==> config.mk <==
export PLATFORM = sky130hd
export DESIGN_NAME = conv_inst_seq
export DESIGN_NICKNAME = d
export VERILOG_FILES = /design/src/rtl/conv_inst_seq.sv
export SDC_FILE = /design/constraint.sdc
export NUM_CORES = 1
export LEC_CHECK = 0
export CORE_UTILIZATION = 45
export DETAILED_ROUTE_END_ITERATION = 8
export PLACE_DENSITY = 0.68
export SLEW_MARGIN = 20
export SYNTH_ARGS = -nofsm -noshare
export SYNTH_HDL_FRONTEND = slang
export SYNTH_SLANG_ARGS = --single-unit
==> constraint.sdc <==
create_clock -name clk -period 13.2 [get_ports clk]
set_clock_uncertainty 0.1 [all_clocks]
set_input_delay 2.64 -clock clk [delete_from_list [all_inputs] [get_ports clk]]
set_output_delay 2.64 -clock clk [all_outputs]
set_load 0.05 [all_outputs]
==> src/rtl/conv_inst_seq.sv <==
// conv_inst_seq: instruction sequencer for one convolution pass on the
// systolic core. For each kernel tap (kij) it resets the core, loads weights
// through L0, streams activations, executes, drains, and reads the output
// FIFO into psum memory. It then runs an accumulation phase that sums the
// len_kij partial sums for every output pixel and applies relu.
//
// Ports:
//   clk        - clock, all logic on the rising edge
//   reset      - synchronous, active-high
//   start      - starts a pass when sampled high while idle
//   mode       - 0 normal (4-bit), 1 SIMD (2-bit); latched at start
//   inst[34:0] - registered instruction bus to the core
//   core_reset - registered per-kij / per-output reset pulse to the core
//   busy       - high while a pass is in progress
//   done       - one-cycle pulse together with the final relu
//   kij_idx    - kernel tap currently being sequenced
module conv_inst_seq #(
    parameter int unsigned col           = 8,
    parameter int unsigned len_nij       = 36,
    parameter int unsigned len_kij       = 9,
    parameter int unsigned len_onij      = 16,
    parameter int unsigned o_ni_dim      = 4,
    parameter int unsigned a_pad_ni_dim  = 6,
    parameter int unsigned ki_dim        = 3,
    parameter int unsigned w_addr_start  = 1024,
    parameter int unsigned w_addr_offset = 16
) (
    input  logic        clk,
    input  logic        reset,
    input  logic        start,
    input  logic        mode,
    output logic [34:0] inst,
    output logic        core_reset,
    output logic        busy,
    output logic        done,
    output logic [3:0]  kij_idx
);

    typedef enum logic [3:0] {
        S_IDLE, S_RST, S_W_L0, S_W_LD, S_GAP,
        S_A_L0, S_EXEC, S_DRAIN, S_OF_RD, S_ACC
    } state_t;

    // CEN/WEN of both memories high, everything else low.
    localparam logic [34:0] IDLE_INST = 35'h1_800C_0000;

    localparam logic [15:0] RST_LAST  = 16'd10;
    localparam logic [15:0] GAP_LAST  = 16'd10;
    localparam logic [15:0] NIJ       = 16'(len_nij);
    localparam logic [15:0] NIJ_LAST  = 16'(len_nij - 1);
    localparam logic [15:0] KIJ_CYC   = 16'(len_kij);
    localparam logic [15:0] ACC_LAST  = 16'(len_kij + 2);
    localparam logic [15:0] ONIJ_LAST = 16'(len_onij - 1);
    localparam logic [3:0]  KIJ_LAST  = 4'(len_kij - 1);

    state_t      state;
    logic [15:0] cnt;
    logic [15:0] o;
    logic [3:0]  kij;
    logic        mode_r;
    logic [15:0] wr;

    logic [34:0] inst_d;
    logic        core_reset_d;
    logic        done_d;
    logic [31:0] j;

    assign wr = mode_r ? 16'(2 * col) : 16'(col);

    // Output decode for the current state/count; registered below, so the
    // bus lags the state register by exactly one cycle.
    always_comb begin
        inst_d       = IDLE_INST;
        core_reset_d = 1'b0;
        done_d       = 1'b0;
        j            = 32'(cnt) - 32'd1;
        case (state)
            S_RST: core_reset_d = 1'b1;
            S_W_L0: begin
                if (cnt < wr) begin
                    inst_d[19]   = 1'b0;
                    inst_d[17:7] = 11'(w_addr_start + 32'(kij) * w_addr_offset + 32'(cnt));
                end
                // SRAM read latency of one cycle
                if (cnt != 16'd0) inst_d[2] = 1'b1;
            end
            S_W_LD: begin
                inst_d[3] = 1'b1;
                inst_d[0] = 1'b1;
            end
            S_A_L0: begin
                if (cnt < NIJ) begin
                    inst_d[19]   = 1'b0;
                    inst_d[17:7] = 11'(cnt);
                end
                if (cnt != 16'd0) inst_d[2] = 1'b1;
            end
            S_EXEC: begin
                inst_d[3] = 1'b1;
                inst_d[1] = 1'b1;
            end
            S_OF_RD: begin
                if (cnt < NIJ) inst_d[6] = 1'b1;
                if (cnt != 16'd0) begin
                    inst_d[32]    = 1'b0;
                    inst_d[31]    = 1'b0;
                    inst_d[30:20] = 11'(32'(kij) * len_nij + j);
                end
            end
            S_ACC: begin
                // per output: reset, len_kij reads, acc trails reads by one, relu
                if (cnt == 16'd0) begin
                    core_reset_d = 1'b1;
                end else begin
                    if (cnt <= KIJ_CYC) begin
                        inst_d[32]    = 1'b0;
                        inst_d[30:20] = 11'((32'(o) / o_ni_dim) * a_pad_ni_dim + 32'(o) % o_ni_dim
                                            + (j / ki_dim) * a_pad_ni_dim + j % ki_dim + j * len_nij);
                    end
                    if (cnt >= 16'd2 && cnt <= ACC_LAST - 16'd1) inst_d[33] = 1'b1;
                    if (cnt == ACC_LAST) begin
                        inst_d[34] = 1'b1;
                        done_d     = (o == ONIJ_LAST);
                    end
                end
            end
            default: ;
        endcase
    end

    always_ff @(posedge clk) begin
        if (reset) begin
            state      <= S_IDLE;
            cnt        <= '0;
            o          <= '0;
            kij        <= '0;
            mode_r     <= 1'b0;
            inst       <= IDLE_INST;
            core_reset <= 1'b0;
            busy       <= 1'b0;
            done       <= 1'b0;
            kij_idx    <= '0;
        end else begin
            inst       <= inst_d;
            core_reset <= core_reset_d;
            done       <= done_d;
            busy       <= (state != S_IDLE);
            kij_idx    <= kij;
            case (state)
                S_IDLE: begin
                    // busy still covers the final output cycle, so gate on it too
                    if (start && !busy) begin
                        state  <= S_RST;
                        cnt    <= '0;
                        kij    <= '0;
                        o      <= '0;
                        mode_r <= mode;
                    end
                end
                S_RST: begin
                    if (cnt == RST_LAST) begin state <= S_W_L0; cnt <= '0; end
                    else cnt <= cnt + 16'd1;
                end
                S_W_L0: begin
                    if (cnt == wr) begin state <= S_W_LD; cnt <= '0; end
                    else cnt <= cnt + 16'd1;
                end
                S_W_LD: begin
                    if (cnt == wr - 16'd1) begin state <= S_GAP; cnt <= '0; end
                    else cnt <= cnt + 16'd1;
                end
                S_GAP: begin
                    if (cnt == GAP_LAST) begin state <= S_A_L0; cnt <= '0; end
                    else cnt <= cnt + 16'd1;
                end
                S_A_L0: begin
                    if (cnt == NIJ) begin state <= S_EXEC; cnt <= '0; end
                    else cnt <= cnt + 16'd1;
                end
                S_EXEC: begin
                    if (cnt == NIJ_LAST) begin state <= S_DRAIN; cnt <= '0; end
                    else cnt <= cnt + 16'd1;
                end
                S_DRAIN: begin
                    if (cnt == NIJ_LAST) begin state <= S_OF_RD; cnt <= '0; end
                    else cnt <= cnt + 16'd1;
                end
                S_OF_RD: begin
                    if (cnt == NIJ) begin
                        cnt <= '0;
                        if (kij == KIJ_LAST) begin
                            state <= S_ACC;
                            o     <= '0;
                        end else begin
                            state <= S_RST;
                            kij   <= kij + 4'd1;
                        end
                    end else begin
                        cnt <= cnt + 16'd1;
                    end
                end
                S_ACC: begin
                    if (cnt == ACC_LAST) begin
                        cnt <= '0;
                        if (o == ONIJ_LAST) begin
                            state <= S_IDLE;
                            kij   <= '0;
                        end else begin
                            o <= o + 16'd1;
                        end
                    end else begin
                        cnt <= cnt + 16'd1;
                    end
                end
                default: state <= S_IDLE;
            endcase
        end
    end

endmodule

==> results of run 1 <==
## worst paths after layout
check                           startpoint  slack (ns)        to
worst max-delay path                cnt[1]        0.95  inst[30]
worst min-delay path                mode_r        0.40    mode_r
worst max register to register      cnt[1]        0.95  inst[30]
worst min register to register      mode_r        0.40    mode_r
## synth_stat cells, drive strengths merged (15+ instances only)
master    n  area share [%]
fa       24             6.0
nand2    80             3.8
nor2    112             5.6
inv      78             3.7
a21oi    63             3.9
o21ai    46             2.9
ha       72              11
xnor2    67             7.3
nor3     29             1.9
xor2     30             3.3
nand3    34             2.2
a21o     25             2.3
clkbuf   37             1.7
nor4     18             2.0
buf      16             1.4
nor2b    15             1.2
dfxtp    80              20
mux2i    15             1.9
## per-layer routing
metal	track usage (%)	wire length [um]	vias to the layer above
li1	-	-	3628
met1	28.6	9010	3369
met2	36.4	9250	184
met3	2.99	803	28
met4	6.62	357	0
met5	0	0	-
## flip-flops by register name, summed over array words and instances (netlist names)
| register | flops |
|---|---|
| o | 16 |
| done | 1 |
| kij | 4 |
| kij_idx | 4 |
| inst | 32 |
| mode_r | 1 |
| busy | 1 |
| state | 4 |
| core_reset | 1 |
| cnt | 16 |
## tightest hold or removal path: cells and delay by family (launching register included)
kind          cells  cell delay, ns
simple gates      1            0.07
flops             1            0.33
mux               1            0.07
## logic make-up (layout without fill, tap and decap cells)
kind of cell,count (synthesis),after routing,share of synthesized area (%)
buffers and inverters,134,157,6.94
other,2,11,0.0934
xor gates and xnor gates,97,97,10.6
DFF,80,80,19.9
AOI/OAI and AO/OA,235,235,19.6
adders and majority gates,96,96,17.2
and+or+nand+nor,369,369,23.7
muxes,16,16,2.01
## layout make-up
class	instances	share of cell area [%]
clock buffer	9	2.50
clock inverter	7	1.13
inverter	81	3.43
multi-input combinational	824	65.9
sequential	80	17.8
tap	225	3.13
timing repair buffer	60	6.17
## per-stage QoR
stage          setup WS, ns  cells
2_1_floorplan          1.38   1038
3_3_place_gp          0.741   1261
3_5_place_dp          0.407   1261
4_1_cts               0.361   1277
5_1_grt            -0.00875   1286
6_report              0.954   1286
## repair_timing
item                                    4_1_cts  5_1_grt
buffers inserted                              0        9
gates resized for setup                       0        3
endpoints found under the setup margin        0        4
==> metrics.csv, run 1 <==
metric,value,unit
status,"finished, final reports clean",
finalSetupViolCount,0,
tns,0,ns
cp_slowest_stage_delay,0.51,ns
clk_pin_slew_worst_paths,0.07,ns
h-tree-depth,3,
cap_violations,0,
ys.flop_type,dfxtp_1,
most-common-layout-cells,"109 x nor2_1, 80 x dfxtp_1, 79 x nand2_1",
first_pass_iters,5,
holdWs,0.403,ns
io_buffers,42,
startpoint_type,register,
worstMarginPinSlew,0.923,ns
cts_tree,done,
final_common_cell,nor2_1,
cts_made_buffers,9,
hold_viol,0,
grt_overflow,0,
grt_pass1_wl,31800,um
period_needed,12.25,ns
worstSetupEndpointType,register,
arrival,12.37,ns
regArea,1600,sq um
cp.required,13.33,ns
crit_type,register to register,
hold_class,register to register,
coreArea,17400,sq um
cts-root-buf,clkbuf_16,
syn-cell-area,8040,sq um
grt_pass1_vias,6638,
postRouteWirelength,19400,um
synthToLayoutAreaGrowth,11.9,%
fmax,81.7,MHz
grt_max_degree,35,
cp_top_family,compound AO/OA/AOI/OAI gates,
ioPinCount,46,
finalInstanceArea,9000,sq um
utilization,51.9,%
gp_congestion,0.904,
postRouteAntennaNets,0,
via_per_inst,5.61,
antenna_cells,0,
grt_usage,21.7,%
cts_max_path_buffers,2,
async_flop_share,0,%
final_nets,1156,
drt_iter0_markers,650,
post_synth.cell_area_avg,7.81,sq um
clock_sinks,80,
fin_crit_sh,92.8,%
die_y,136,um
synth_cell_types,85,
ys_ff_latch,80,
fp-row-count,48,
die_w,136,um
critical_path_depth,48,
postCtsHoldBufs,0,
cp_max_fo,17,
fillers,1686,
final_layout_size_suffix_gt1_share,6.41,%
worstRegToRegCells,48,
slowest_stage,fa_1,
yosysSeqAreaShare,19.9,%
path_buf_inv,4,
synth_edf_count,0,
dieArea,18400,sq um
yosys_warnings,0,
whs_path_depth,2,
dp_hpwl,14900,um
num_vias,7209,
remaining_drc_errors,0,
multi_input_area,5930,sq um
syn_inst,1029,
placedInstanceArea,8600,sq um
antenna_found_initial,0,
max-slew-margin-rel,38.1,%
start_util,46.3,%
clk_latency,0.35,ns
finalMaxSlewViolations,0,
wl_per_cell,15.1,um
Power of run 1 is not shown: default switching activity piles up to over one toggle a cycle in this logic, so the estimate is an artifact.
==> run 2, diff against run 1 <==
--- a/config.mk
+++ b/config.mk
@@ -5,9 +5,11 @@
 export SDC_FILE = /design/constraint.sdc
 export NUM_CORES = 1
 export LEC_CHECK = 0
-export CORE_UTILIZATION = 45
+export CELL_PAD_IN_SITES_DETAIL_PLACEMENT = 1
+export CELL_PAD_IN_SITES_GLOBAL_PLACEMENT = 2
+export CORE_UTILIZATION = 37
 export DETAILED_ROUTE_END_ITERATION = 8
-export PLACE_DENSITY = 0.68
+export PLACE_DENSITY = 0.87
 export SLEW_MARGIN = 20
 export SYNTH_ARGS = -nofsm -noshare
 export SYNTH_HDL_FRONTEND = slang
==> run 2 against run 1 <==
Net effect:
- non-clock buffer count grew 8
- sequential share of layout area shrank 0.26 points
- critical path depth grew 2
- die area grew 21%
- sequential cell count is the same
- critical endpoint unchanged
==> metrics.csv, run 2 (synthesis gave the netlist of run 1 again) <==
metric,value,unit,change
status,"finished, final reports clean",,
final_common_cell,nor2_1,,
ioPinCount,46,,unchanged
r2r_setup_slack,0.75,ns,-0.20 ns
grt_pass1_vias,7366,,+11%
grt_pass1_wl,38600,um,+21%
final_layout_size_suffix_gt1_share,7.39,%,+0.98 points
clock_sinks,80,,unchanged
cp_max_fo,17,,unchanged
arrival,12.57,ns,+0.20 ns
remaining_drc_errors,0,,unchanged
coreArea,21200,sq um,+22%
grt_max_degree,35,,unchanged
cts_max_path_buffers,2,,unchanged
dieArea,22300,sq um,+21%
die_w,149,um,+10%
worstSetupEndpointType,register,,
gp_congestion,0.847,,-6.3%
crit_type,register to register,,
cts_made_buffers,9,,unchanged
grt_usage,21.9,%,+0.24 points
postRouteWirelength,23700,um,+22%
antenna_cells,0,,unchanged
fmax,80.4,MHz,-1.6%
finalSetupViolCount,0,,unchanged
fillers,2575,,+53%
postRouteAntennaNets,0,,unchanged
drt_iter0_markers,343,,-47%
cts_tree,done,,
start_util,38.0,%,-8.3 points
wl_per_cell,17.6,um,+17%
most-common-layout-cells,"109 x nor2_1, 80 x dfxtp_1, 79 x nand2_1",,
grt_overflow,0,,unchanged
synthToLayoutAreaGrowth,13.6,%,
largest_reg_flops,32,,unchanged
regMostFlops,inst,,
hold_viol,0,,unchanged
fin_crit_sh,94.3,%,+1.5 points
max-slew-margin-rel,31.3,%,-6.8 points
via_per_inst,5.54,,-1.1%
first_pass_iters,4,,-1
startpoint_type,register,,
io_buffers,42,,unchanged
finalInstanceArea,9140,sq um,+1.5%
clk_pin_slew_worst_paths,0.07,ns,about the same
period_needed,12.45,ns,+0.199 ns
slowest_stage,fa_1,,
cp_slowest_stage_delay,0.50,ns,about the same
clk_latency,0.36,ns,about the same
dp_hpwl,18500,um,+24%
hold_class,register to register,,
antenna_found_initial,0,,unchanged
finalMaxSlewViolations,0,,unchanged
cts-root-buf,clkbuf_16,,
cp.required,13.33,ns,about the same
h-tree-depth,3,,unchanged
worstMarginPinSlew,1.02,ns,+0.101 ns
die_y,149,um,+10%
placedInstanceArea,8670,sq um,+0.82%
fp-row-count,53,,+10%
largest_registers,"inst x32, cnt x16, o x16",,
num_vias,7451,,+3.4%
final_nets,1164,,+0.69%
cap_violations,0,,unchanged
-- run 2: final cells by class --
| class | instances | area (sq um) | share of cell area (%) |
|---|---|---|---|
| clock buffers | 11 | 243 | 2.66 |
| clock inverters | 5 | 62.6 | 0.685 |
| inverters | 81 | 309 | 3.38 |
| multi-input cells | 824 | 5960 | 65.2 |
| flip-flops and latches | 80 | 1600 | 17.5 |
| well taps | 275 | 344 | 3.77 |
| repair buffers | 68 | 616 | 6.74 |
-- run 2: metal layers --
layer | routed length [um] | vias up | GRT usage [%] | share of wire, %
met5 | 0 | - | 0 | 0
met1 | 11000 | 3688 | 28.5 | 47
li1 | - | 3646 | - | -
met3 | 609 | 29 | 2.96 | 2.6
met2 | 11700 | 88 | 38.1 | 49
met4 | 367 | 0 | 5.15 | 1.6
-- run 2: repair_timing --
action | 4_1_cts | 5_1_grt
hold buffers | 0 | 0
setup buffers | 0 | 16
setup endpoints to repair | 0 | 4
gates resized for setup | 0 | 9
-- run 2: path summary, 6_finish.rpt --
path	startpoint	end	depth (start not counted)
setup / recovery	cnt[1]	inst[30]	50
setup reg to reg	cnt[1]	inst[30]	50
hold / removal	o[15]	o[15]	2
hold reg to reg	o[15]	o[15]	2
-- run 2: worst max-delay path, delay by kind of cell, from the launching register on --
kind	cells	cell delay (ns)
muxes	3	0.46
AOI/OAI and AO/OA	14	3.48
xor gates and xnor gates	5	0.82
DFF	1	0.38
and+or+nand+nor	13	3.06
adders and majority gates	9	3.35
buffers and inverters	6	0.68
-- run 2: through the flow --
stage | hold WS [ns] | utilization, % | instances | setup TNS (ns) | setup WS, ns
6_report | 0.418 | 43.2 | 1344 | 0 | 0.755
5_1_grt | 0.461 | 43.2 | 1344 | -0.0729 | -0.0729
4_1_cts | 0.426 | 42.4 | 1328 | 0 | 0.140
3_5_place_dp | 0.410 | 41.0 | 1312 | 0 | 0.158
3_3_place_gp | 0.378 | 41.0 | 1312 | 0 | 0.558
2_1_floorplan | 0.360 | - | 1038 | 0 | 1.38
Power of run 2 is left out for the same reason.
==> run 3, diff against run 2 <==
--- a/config.mk
+++ b/config.mk
@@ -5,9 +5,10 @@
 export SDC_FILE = /design/constraint.sdc
 export NUM_CORES = 1
 export LEC_CHECK = 0
+export ABC_AREA = 1
 export CELL_PAD_IN_SITES_DETAIL_PLACEMENT = 1
 export CELL_PAD_IN_SITES_GLOBAL_PLACEMENT = 2
-export CORE_UTILIZATION = 37
+export CORE_UTILIZATION = 35
 export DETAILED_ROUTE_END_ITERATION = 8
 export PLACE_DENSITY = 0.87
 export SLEW_MARGIN = 20
==> run 3 against run 2 <==
Net effect:
- clock-buffer cell count did not move
- critical path type unchanged
- hold slack got worse by 0.031 ns
- non-clock buffer count fell by 21
- register-to-register slack improved by 0.71 ns
==> metrics.csv, run 3 <==
metric,value,unit,change
postRouteWirelength,21400,um,-9.7%
synthAdderAreaFrac,19.0,%,+1.8 points
antenna_found_initial,0,,unchanged
cp_max_fo,10,,-7
most-common-layout-cells,"189 x nand2_1, 174 x inv_1, 95 x nor2_1",,
num_vias,6635,,-11%
synthToLayoutAreaGrowth,14.1,%,
crit_top_cell,nand2_1,,
synth-xor-area-share,6.01,%,-4.6 points
arrival,11.91,ns,-0.66 ns
utilization,40.9,%,-2.3 points
netlist_top_cells_area,"dfxtp_1 22%, ha_1 12%, nand2_1 9.8%, inv_1 9.0%, fa_1 6.6%",,
h-tree-depth,3,,unchanged
worstSetupEndpointType,register,,
die_w,146,um,-2.2%
gp_congestion,0.849,,+0.27%
regMostFlops,inst,,
cts_tree,done,,
io_buffers,42,,unchanged
max-slew-margin-rel,37.4,%,+6.1 points
startpoint_type,register,,
synth.cells.most_frequent,"189 x nand2_1, 175 x inv_1, 95 x nor2_1, 80 x dfxtp_1, 72 x ha_1",,
final_nets,1182,,+1.5%
remaining_drc_errors,0,,unchanged
dieArea,21300,sq um,-4.4%
rsz0062_at_grt,no,,
cts_max_path_buffers,2,,unchanged
tns,0,ns,unchanged
finalMaxSlewViolations,0,,unchanged
yosys_warnings,0,,unchanged
first_pass_iters,4,,unchanged
cp_top_family,simple AND/OR/NAND/NOR gates,,
cp.required,13.37,ns,+0.04 ns
worstMarginPinSlew,0.930,ns,-0.0938 ns
final_layout_size_suffix_gt1_share,8.29,%,+0.90 points
crit_type,register to register,,
synth_top_family_by_area,simple AND/OR/NAND/NOR gates,,
fillers,2625,,+1.9%
yosysTopAreaCellShare,22.0,%,+2.1 points
via_per_inst,4.89,,-12%
regArea,1610,sq um,+0.31%
period_needed,11.74,ns,-0.706 ns
cts-root-buf,clkbuf_16,,
syn-cell-area,7270,sq um,-9.6%
async_flop_share,0,%,unchanged
post_synth.cell_area_avg,7.06,sq um,-9.6%
status,"finished, final reports clean",,
fin_crit_sh,88.9,%,-5.3 points
final_common_cell,nand2_1,,
fp-row-count,52,,-1.9%
clk_latency,0.34,ns,-0.02 ns
grt_usage,21.0,%,-0.95 points
synth_cell_types,53,,-38%
postRouteAntennaNets,0,,unchanged
drt_iter0_markers,171,,-50%
grt_max_degree,26,,-26%
multi_input_area,4930,sq um,-17%
clk_pin_slew_worst_paths,0.06,ns,about the same
grt_pass1_wl,35400,um,-8.2%
die_y,146,um,-2.2%
synth_most_common_cell,nand2_1,,
antenna_cells,0,,unchanged
grt_pass1_vias,6803,,-7.6%
hold_viol,0,,unchanged
synth_edf_count,0,,unchanged
wl_per_cell,15.8,um,-10%
largest_reg_flops,32,,unchanged
cap_violations,0,,unchanged
ys_ff_latch,80,,unchanged
hold_class,register to register,,
syn_inst,1029,,unchanged
clock_sinks,80,,unchanged
path_buf_inv,12,,+6
fmax,85.2,MHz,+6.0%
slowest_stage,fa_1,,
ioPinCount,46,,unchanged
dp_hpwl,17800,um,-3.9%
synthSimpleGateAreaFrac,29.0,%,+5.3 points
yosysSeqAreaShare,22.0,%,+2.1 points
ys.flop_type,dfxtp_1,,
cp_slowest_stage_delay,0.51,ns,about the same
coreArea,20300,sq um,-4.0%
yosysTopAreaCell,dfxtp_1,,
start_util,35.8,%,-2.2 points
largest_registers,"inst x32, cnt x16, o x16",,
synthMuxAreaShare,0,%,-2.0 points
grt_overflow,0,,unchanged
postCtsHoldBufs,0,,unchanged
finalSetupViolCount,0,,unchanged
synth_compound_area_share,13.3,%,-6.3 points
cts_made_buffers,9,,unchanged
-- run 3: cell types whose count changed in the layout (fill, tap and decap cells not counted), moves of 21 or more --
cell,before,now
buf_4,26,5
a21o_1,25,1
nand3_1,33,59
nand2_1,79,189
inv_1,77,174
xnor2_1,67,11
-- run 3: cell families after synthesis --
family | Yosys count
xor gates and xnor gates | 49
adders and majority gates | 96
other | 2
AOI/OAI and AO/OA | 166
DFF | 80
buffers and inverters | 196
and+or+nand+nor | 440
-- run 3: timing repair --
action / 4_1_cts / 5_1_grt
resized for setup: 0 / 4
setup endpoints to repair: 0 / 1
setup buffers: 0 / 2
-- run 3: final timing paths --
kind,endpoint,slack (ns),from,cells past startpoint
max,inst[30],1.46,cnt[0],89
min,o[14],0.39,o[13],2
max reg2reg,inst[30],1.46,cnt[0],89
min reg2reg,o[14],0.39,o[13],2
-- run 3: worst reg2reg max path, delay by kind of cell (launching register included) --
| family | cells | cell delay [ns] |
|---|---|---|
| simple gates | 56 | 5.40 |
| buf+inv | 12 | 0.88 |
| xor+xnor | 1 | 0.16 |
| fa+ha+maj | 9 | 3.18 |
| flops | 1 | 0.39 |
| compound gates | 11 | 1.62 |
-- run 3: per-layer routing --
layer  share of wire (%)  wire length, um  GRT usage (%)  vias to the layer above
met3                 2.8              600           2.81                       20
met1                  49            10400           28.6                     3133
met2                  47            10000           35.2                       73
met5                   0                0              0                        -
li1                    -                -              -                     3409
met4                 1.4              297           4.53                        0
-- run 3: final cells by class --
class	instances	area share, %
multi-input cells	762	59.5
well taps	270	4.07
clock buffers	11	2.93
inverters	182	8.28
flip-flops and latches	80	19.4
clock inverters	4	0.362
repair buffers	47	5.52
-- run 3: metrics by stage --
step | worst slack (ns) | area, sq um | hold WS [ns] | cells
after floorplan | 2.72 | 7300 | 0.352 | 1038
after global placement | 1.47 | 8000 | 0.372 | 1339
after detailed placement | 1.06 | 8000 | 0.382 | 1339
after CTS | 1.04 | 8270 | 0.392 | 1354
after global routing | 0.101 | 8290 | 0.424 | 1356
final | 1.46 | 8290 | 0.386 | 1356
Power of run 3 is left out for the same reason.
